## src/rtl/barrel_shift_right_seq_if.sv

```systemverilog
// rtl/barrel_shift_right_seq_if.sv - start/ready/done handshake bundle for the sequential right shifter
interface barrel_shift_right_seq_if #(
    parameter int WIDTH  = 32,
    parameter int STAGES = 5
);
    logic              start;
    logic [WIDTH-1:0]  A;
    logic [STAGES-1:0] amt;
    logic              arith;
    logic              ready;
    logic              busy;
    logic              done;
    logic [WIDTH-1:0]  Out;

    // ALU control side: issues operations, watches completion
    modport master (
        output start,
        output A,
        output amt,
        output arith,
        input  ready,
        input  busy,
        input  done,
        input  Out
    );

    // Shifter side: accepts operations, reports completion
    modport slave (
        input  start,
        input  A,
        input  amt,
        input  arith,
        output ready,
        output busy,
        output done,
        output Out
    );
endinterface

```

## src/rtl/barrel_shift_right_seq.sv

```systemverilog
// rtl/barrel_shift_right_seq.sv - multi-cycle 32-bit SRL/SRA shifter, one amount bit per clock
module barrel_shift_right_seq #(
    parameter int WIDTH  = 32,
    parameter int STAGES = 5
) (
    input  logic                  clock,
    input  logic                  reset,
    barrel_shift_right_seq_if.slave bus
);

    typedef enum logic [1:0] {
        S_IDLE  = 2'd0,
        S_SHIFT = 2'd1,
        S_DONE  = 2'd2
    } state_t;

    localparam logic [2:0] LAST_STAGE = 3'(STAGES - 1);

    state_t            state;
    logic [WIDTH-1:0]  w;
    logic [WIDTH-1:0]  out_reg;
    logic [STAGES-1:0] amt_reg;
    logic              arith_reg;
    logic [2:0]        stage;
    logic              ready_reg;
    logic              busy_reg;
    logic              done_reg;

    logic [STAGES-1:0] step;
    logic [WIDTH-1:0]  fill_mask;
    logic [WIDTH-1:0]  shifted;
    logic [WIDTH-1:0]  w_next;
    logic              stage_bit;

    // One log-stage: shift W by 2^stage, filling vacated MSBs with the sign
    // when arithmetic. W[31] is stable under SRA, so it equals the original A[31].
    always_comb begin
        step      = {{(STAGES - 1){1'b0}}, 1'b1} << stage;
        fill_mask = ~({WIDTH{1'b1}} >> step);
        shifted   = (w >> step) | ((arith_reg && w[WIDTH-1]) ? fill_mask : '0);
        stage_bit = amt_reg[stage];
        w_next    = stage_bit ? shifted : w;
    end

    // Control FSM with registered handshake outputs; a start is honoured only
    // in IDLE or DONE, so requests made while shifting are simply dropped.
    always_ff @(posedge clock) begin
        if (reset) begin
            state     <= S_IDLE;
            w         <= '0;
            out_reg   <= '0;
            amt_reg   <= '0;
            arith_reg <= 1'b0;
            stage     <= '0;
            ready_reg <= 1'b1;
            busy_reg  <= 1'b0;
            done_reg  <= 1'b0;
        end else begin
            case (state)
                S_IDLE, S_DONE: begin
                    done_reg <= 1'b0;
                    if (bus.start) begin
                        w         <= bus.A;
                        amt_reg   <= bus.amt;
                        arith_reg <= bus.arith;
                        stage     <= '0;
                        state     <= S_SHIFT;
                        ready_reg <= 1'b0;
                        busy_reg  <= 1'b1;
                    end else begin
                        state     <= S_IDLE;
                        ready_reg <= 1'b1;
                        busy_reg  <= 1'b0;
                    end
                end
                S_SHIFT: begin
                    w     <= w_next;
                    stage <= stage + 3'd1;
                    if (stage == LAST_STAGE) begin
                        out_reg   <= w_next;
                        state     <= S_DONE;
                        done_reg  <= 1'b1;
                        ready_reg <= 1'b1;
                        busy_reg  <= 1'b0;
                    end
                end
                default: begin
                    state     <= S_IDLE;
                    ready_reg <= 1'b1;
                    busy_reg  <= 1'b0;
                    done_reg  <= 1'b0;
                end
            endcase
        end
    end

    assign bus.ready = ready_reg;
    assign bus.busy  = busy_reg;
    assign bus.done  = done_reg;
    assign bus.Out   = out_reg;

endmodule
```

## src/flat_wrapper.sv

```systemverilog
// flat-port wrapper written by rule: the top's interface ports become plain ports
module barrel_shift_right_seq_flat 
#(
    parameter int WIDTH  = 32,
    parameter int STAGES = 5
)
  (clock, reset, bus_start, bus_A, bus_amt, bus_arith, bus_ready, bus_busy, bus_done, bus_Out);
  barrel_shift_right_seq_if #(.WIDTH(WIDTH), .STAGES(STAGES)) bus_i ();
  input  logic clock;
  input  logic reset;
  input wire logic [$bits(bus_i.start)-1:0] bus_start;
  input wire logic [$bits(bus_i.A)-1:0] bus_A;
  input wire logic [$bits(bus_i.amt)-1:0] bus_amt;
  input wire logic [$bits(bus_i.arith)-1:0] bus_arith;
  output wire logic [$bits(bus_i.ready)-1:0] bus_ready;
  output wire logic [$bits(bus_i.busy)-1:0] bus_busy;
  output wire logic [$bits(bus_i.done)-1:0] bus_done;
  output wire logic [$bits(bus_i.Out)-1:0] bus_Out;
  assign bus_i.start = bus_start;
  assign bus_i.A = bus_A;
  assign bus_i.amt = bus_amt;
  assign bus_i.arith = bus_arith;
  assign bus_ready = bus_i.ready;
  assign bus_busy = bus_i.busy;
  assign bus_done = bus_i.done;
  assign bus_Out = bus_i.Out;
  barrel_shift_right_seq #(.WIDTH(WIDTH), .STAGES(STAGES)) u_core (.clock(clock), .reset(reset), .bus(bus_i));
endmodule
```

## config.mk

```make
export PLATFORM = sky130hd
export DESIGN_NAME = barrel_shift_right_seq_flat
export DESIGN_NICKNAME = d
export VERILOG_FILES = /design/src/rtl/barrel_shift_right_seq_if.sv /design/src/rtl/barrel_shift_right_seq.sv /design/src/flat_wrapper.sv
export SDC_FILE = /design/constraint.sdc
export NUM_CORES = 1
export LEC_CHECK = 0
export ABC_AREA = 1
export CAP_MARGIN = 40
export CORE_ASPECT_RATIO = 0.7
export CORE_MARGIN = 5
export CORE_UTILIZATION = 34
export CTS_CLUSTER_DIAMETER = 60
export CTS_CLUSTER_SIZE = 12
export DETAILED_ROUTE_END_ITERATION = 8
export SYNTH_ARGS = -nofsm -noshare
export SYNTH_HDL_FRONTEND = slang
export SYNTH_SLANG_ARGS = --single-unit
```

## constraint.sdc

```tcl
create_clock -name clock -period 2.3 [get_ports clock]
set_input_delay 0.345 -clock clock [delete_from_list [all_inputs] [get_ports clock]]
set_output_delay 0.345 -clock clock [all_outputs]
set_load 0.03 [all_outputs]
```

==> metrics.yaml, run 1 <==
floorplanning:
  start_util: 0.350
  fp-row-count: 37
  core_um2: 14800
  ioPinCount: 76
  die_area_um2: 17800
  die_y_um: 113
  dieWidth_um: 158
pwr:
  total_power_mw: 4.57
  net-switching-power_mw: 1.71
  clockPowerShare: 0.337
  seqPwrFrac: 0.321
  powerDensity_nw_per_um2: 659
  switching_share: 0.375
  vdd_drop_max_uv: 366
  p_int_mw: 2.85
  pwr-share-comb: 0.342
  p_leak_nw: 2.92
finish:
  fin_nets: 988
  num_antenna_cells: 0
  fillCellCount: 1537
  finish.utilization: 0.468
  syn2layout_area_growth_pct: 33.7
  finalNonFillerCells: 1142
  final_layout_size_suffix_gt1_frac: 0.137
synth:
  synth_edf_count: 0
  yosysWarnings: 0
  postSynthRegisterBits: 77
  synth_ff_type: "dfxtp_1"
  synthDistinctLibCells: 40
  synth_area_um2: 5180
  synth-async-reset-ratio: 0
  synth_seq_area_share: 0.298
  syn_inst: 838
  synth_nets: 884
  syn_area_per_cell_um2: 6.18
routing:
  vias_per_cell: 5.33
  dr.pass1.iters: 5
  drc: 0
  drt_wl_total_um: 20500
  drtAntennaViolNets: 0
  vias: 6085
  post_drt_wl_per_cell_um: 17.9
  drtIter0Drc: 819
clocking:
  cts_sinks: 77
  cts_htree_levels: 3
  clk_pin_slew_ps: 70
  clock_latency_ps: 350
  cts_buffers: 9
  clock_tree.buffer_depth: 2
  cts-root-buf: "clkbuf_16"
  cts_tree: "built"
global_routing:
  grt-ovfl-total: 0
  grt_use_total: 0.228
  antenna_found_initial: 0
  use_met3: 0.0612
  busiest_layer: "met1"
  grtUsageMet2: 0.289
  use_met1: 0.375
  grt_pass1_wl_um: 32100
  grt_pass1_vias: 5679
  grt_start_max_net_pins: 69
placed_design:
  portBuffers: 75
  place_hpwl_um: 15500
  dp_cells: 1125
  place_congestion: 0.991
timing:
  fmax_mhz: 459
  rsz0062_at_grt: "true"
  clock_skew_ps: 11.1
  worst_pin_slew_ps: 470
  min_period_ps: 2180
  timing.final.crit_share: 0.948
  timing.slew.headroom: 0.684
  whs_ps: 466
  maxSlewViolCount: 0
  setup_violations: 0
  hold_viol: 0
worst_setup_path:
  critPathKind: "register to register"
  crit_required_ps: 2530
  start_kind: "register"
  slowest_delay_ps: 350
  arrival_ps: 2410
  cpMostUsedCell: "nand2_1"
  critPathCaptureType: "register"
  cp_slowest_cell: "dfxtp_2"
  path_max_fanout: 5
  critical_path_buf_inv_count: 5
  crit_chain: "inv_4 > ha_4 > inv_1 > nor2_4 > buf_12 > buf_4 > nand2_1 > nand3_1 > nand2_1 > nand2_1 > nand2_1 > a21o_1 > o21ai_1 > buf_4 > o21ai_0"
  path_delay_family: "buffers and inverters"
min_path:
  hold_class: "register to register"
flow_run:
  max-cap-violations: 0
run_status:
  status: "completed"
## kinds of logic after synthesis
family,share of synthesized area
and+or+nand+nor,0.339
buffers and inverters,0.100
AOI/OAI and AO/OA,0.247
adders and majority gates,0.0121
DFF,0.298
muxes,0.00435
## area by class of cell
| class | count | area, um^2 | share of cell area |
|---|---|---|---|
| multi-input combinational | 649 | 3180 | 0.459 |
| tap | 195 | 244 | 0.0352 |
| sequential | 77 | 1540 | 0.223 |
| clock buffer | 9 | 225 | 0.0325 |
| clock inverter | 7 | 86.3 | 0.0125 |
| inverter | 59 | 239 | 0.0345 |
| timing repair buffer | 146 | 1410 | 0.203 |
## worst min-delay path: stages, from the launching register on
cell and delay, ps:
dfxtp_1 310, nand2_1 60, a21oi_1 50
## layout by cell type (no fill, tap or decap), types with 2 or more instances in the layout
cell type and instances:
o22ai_1 5, buf_4 59, nor3_1 2, clkdlybuf4s50_1 75, nor2_4 3, inv_6 2
nand4_1 4, o21ai_2 8, o211ai_2 2, buf_12 9, nor2_2 3, o211ai_1 6
nand3_2 3, dfxtp_2 2, ha_4 2, inv_4 2, ha_1 3, clkbuf_16 9
inv_2 4, o21ai_1 43, a32o_1 4, nand2_2 5, buf_6 3, nor2_1 43
nand3_1 95, a21oi_1 52, nand2_8 2, nand2_1 251, inv_1 52, dfxtp_1 75
inv_8 2, o21ai_4 2, o21ai_0 101
## stage by stage
step / instance area, um^2 / setup WS (ps) / TNS [ps]
5_1_grt: 6930 / -10.0 / -14.7
6_report: 6930 / 119 / 0
2_1_floorplan: 5180 / 369 / 0
3_5_place_dp: 6530 / -57.6 / -83.1
3_3_place_gp: 6530 / -29.4 / -72.9
4_1_cts: 6840 / 5.21 / 0
## path summary, 6_finish.rpt
path / from / to / slack (ps) / cells past startpoint
setup / recovery: u_core.stage[1] / u_core.w[10] / 120 / 15
hold / removal: u_core.w[18] / u_core.w[18] / 470 / 2
setup reg to reg: u_core.stage[1] / u_core.w[10] / 120 / 15
hold reg to reg: u_core.w[18] / u_core.w[18] / 470 / 2
## metal layers
layer / wire length [um] / up-vias
li1: - / 3016
met1: 10300 / 2752
met4: 162 / 0
met5: 0 / -
met3: 2270 / 16
met2: 7700 / 301
## cell usage after synthesis (all sizes together) (2+ instances only)
| cell | number | area, um^2 |
|---|---|---|
| inv | 59 | 236 |
| a32o | 4 | 40.0 |
| clkbuf | 25 | 95.1 |
| a31oi | 2 | 12.5 |
| o22ai | 5 | 31.3 |
| nor3 | 2 | 10.0 |
| nand2 | 258 | 1010 |
| ha | 5 | 62.6 |
| o211ai | 8 | 70.1 |
| nand3 | 98 | 500 |
| buf | 28 | 189 |
| o31ai | 2 | 15.0 |
| a21oi | 52 | 260 |
| nand4 | 4 | 25.0 |
| nor2 | 49 | 201 |
| dfxtp | 77 | 1540 |
| o21ai | 154 | 816 |
## power groups by stage
stage / clock [mW] / sequential, mW / combinational (mW)
floorplan: 0 / 1.48 / 0.929
global placement: 0 / 1.49 / 1.49
detailed placement: 0 / 1.49 / 1.48
CTS: 1.55 / 1.46 / 1.49
global route: 1.60 / 1.47 / 1.71
finish: 1.54 / 1.46 / 1.56
## what timing repair did
action,in CTS,in global routing
endpoints found under the setup margin,4,58
hold buffers,0,0
gates resized for setup,1,20
pin swaps,0,2
cloned,0,0
buffers inserted,0,1
No activity file was read; power rests on OpenSTA's default activity.
==> run 2: changes to the inputs <==
--- a/config.mk
+++ b/config.mk
@@ -5,7 +5,7 @@
 export SDC_FILE = /design/constraint.sdc
 export NUM_CORES = 1
 export LEC_CHECK = 0
-export ABC_AREA = 1
+export ABC_AREA = 0
 export CAP_MARGIN = 40
 export CORE_ASPECT_RATIO = 0.7
 export CORE_MARGIN = 5
@@ -13,6 +13,7 @@
 export CTS_CLUSTER_DIAMETER = 60
 export CTS_CLUSTER_SIZE = 12
 export DETAILED_ROUTE_END_ITERATION = 8
+export SKIP_LAST_GASP = 1
 export SYNTH_ARGS = -nofsm -noshare
 export SYNTH_HDL_FRONTEND = slang
 export SYNTH_SLANG_ARGS = --single-unit
==> constraint.sdc (replaced) <==
create_clock -name clock -period 2.8 [get_ports clock]
set_input_delay 0.42 -clock clock [delete_from_list [all_inputs] [get_ports clock]]
set_output_delay 0.42 -clock clock [all_outputs]
set_load 0.03 [all_outputs]
==> run 2 against run 1 <==
Net effect: sequential share of layout area fell by 1.9 points; largest power group is now sequential cells; final area increased by 9.0%; cell count fell by 7.2%; synthesized cell count fell by 12%; area after synthesis up 13%; sequential cell count is the same.
==> metrics.yaml, run 2 <==
run_status:
  status: "completed"
clocking:
  cts_sinks: 77
  clk_pin_slew_ps: 70
  clock_latency_ps: 350
  cts_tree: "built"
  holdBufCountCts: 0
  cts_setup_buffers: 0
  clock_tree.buffer_depth: 2
  cts-root-buf: "clkbuf_16"
  cts_buffers: 9
  cts_htree_levels: 3
finish:
  layout_commonest_cell: "buf_4"
  num_antenna_cells: 0
  fillCellCount: 1743
  finalNonFillerCells: 1060
  syn2layout_area_growth_pct: 29.4
  final_layout_size_suffix_gt1_frac: 0.183
  final_cell_area_um2: 7550
  fin_nets: 870
  multi_input_area_um2: 3920
  ff_latch_area_um2: 1540
  final_cell_mix: "buf_4, dfxtp_1, nand2_1"
flow_run:
  max-cap-violations: 0
timing:
  worst_pin_slew_ps: 670
  whs_ps: 452
  maxSlewViolCount: 0
  setup_violations: 0
  rsz0062_at_grt: "false"
  clock_skew_ps: 7.92
  finalSetupTns_ps: 0
  fmax_mhz: 371
  timing.final.crit_share: 0.963
  hold_viol: 0
  min_period_ps: 2700
  timing.slew.headroom: 0.553
pwr:
  total_power_mw: 3.55
  vdd_drop_max_uv: 247
  p_leak_nw: 2.63
  powerDensity_nw_per_um2: 470
synth:
  synth_edf_count: 0
  synth_common_cells: "dfxtp_1, nand2_1, a21oi_1"
  synth_nets: 782
  synth_ff_type: "dfxtp_1"
  synth_area_um2: 5840
  synth-async-reset-ratio: 0
  synth.area.top_cells: "dfxtp_1, mux2i_1, a22oi_1"
  syn_area_per_cell_um2: 7.93
  synth_top_area_cell: "dfxtp_1"
  yosysWarnings: 0
  postSynthRegisterBits: 77
  synthDistinctLibCells: 74
  synth.most_common_cell: "dfxtp_1"
  synth_seq_area_share: 0.264
  syn_inst: 736
  yosys.area.top_type_share: 0.264
worst_setup_path:
  start_kind: "register"
  reg2reg_from: "u_core.stage[1]"
  path_max_fanout: 11
  crit_required_ps: 3010
  critPathKind: "register to register"
  critPathCaptureType: "register"
  arrival_ps: 2900
  crit_start: "u_core.stage[1]"
placed_design:
  placed_cell_area_um2: 7160
  place_congestion: 1.05
  dp_cells: 1044
  portBuffers: 75
  place_hpwl_um: 20000
min_path:
  min_from: "u_core.bus.Out[26]"
  hold_class: "register to register"
floorplanning:
  die_area_um2: 19900
  fp-row-count: 40
  core_um2: 17000
  ioPinCount: 76
  dieWidth_um: 167
  start_util: 0.343
  die_y_um: 120
routing:
  dr.pass1.iters: 7
  drtAntennaViolNets: 0
  vias_per_cell: 6.36
  drtIter0Drc: 953
  vias: 6739
  post_drt_wl_per_cell_um: 25.3
  drt_wl_total_um: 26800
  drc: 0
global_routing:
  grt_start_max_net_pins: 65
  grt_pass1_wl_um: 40800
  grt_pass1_vias: 6389
  grt-ovfl-total: 0
  antenna_found_initial: 0
  grt_use_total: 0.263
==> run 2: cell count changes after synthesis, moves of 18 or more <==
cell and change:
o21ai_0 -65, nand3_1 -86, inv_1 -44, o21ai_1 -41, clkbuf_1 +18, a22oi_1 +38, nand2_1 -175, mux2i_1 +34
a211oi_1 +19
==> run 2: cell families after synthesis <==
logic type | after synthesis | share of synthesized area
compound gates | 280 | 0.337
mux | 57 | 0.124
simple gates | 219 | 0.185
fa+ha+maj | 5 | 0.0107
buf+inv | 98 | 0.0793
flops | 77 | 0.264
==> run 2: worst paths after layout <==
check | depth (start not counted) | end | slack (ps)
hold reg to reg | 2 | u_core.bus.Out[26] | 450
hold / removal | 2 | u_core.bus.Out[26] | 450
setup reg to reg | 11 | u_core.w[4] | 100
setup / recovery | 11 | u_core.w[4] | 100
==> run 2: routing by layer <==
metal	part of all wire	track usage	wire length, um
met5	0	0	0
met2	0.40	0.363	10800
met3	0.13	0.0859	3390
met1	0.44	0.385	11900
met4	0.027	0.0797	723
==> run 2: report_power, final <==
part           internal (mW)  leakage (nW)  switching (mW)
Sequential              1.15         0.627           0.129
Combinational          0.464          1.85           0.598
Clock                  0.694         0.146           0.522
Total                   2.30          2.63            1.25
==> run 2: final cells by class <==
cell class | count | share of cell area
clock buffers | 9 | 0.0298
inverters | 12 | 0.00596
multi-input cells | 561 | 0.518
flip-flops and latches | 77 | 0.204
repair buffers | 163 | 0.194
clock inverters | 7 | 0.00977
well taps | 231 | 0.0383
==> run 2: worst max-delay path, stage by stage, from the launching register on <==
cell       delay [ps]
dfxtp_1           330
inv_1              50
buf_4             150
ha_4              190
buf_4             190
nor3_2            380
nor2_1             70
buf_4             200
o2111ai_1         340
o21ai_0           250
nand2_1           230
o221ai_1          170
==> run 2: what timing repair did <==
item | in CTS | in global routing
pin swaps | 0 | 3
setup endpoints to repair | 7 | 21
resized for setup | 2 | 15
==> run 2: metrics by stage <==
step,setup slack [ps],utilization
after floorplan,291,-
after global placement,-93.3,0.421
after detailed placement,-74.0,0.421
after CTS,36.2,0.439
after global routing,1.03,0.444
final,103,0.444
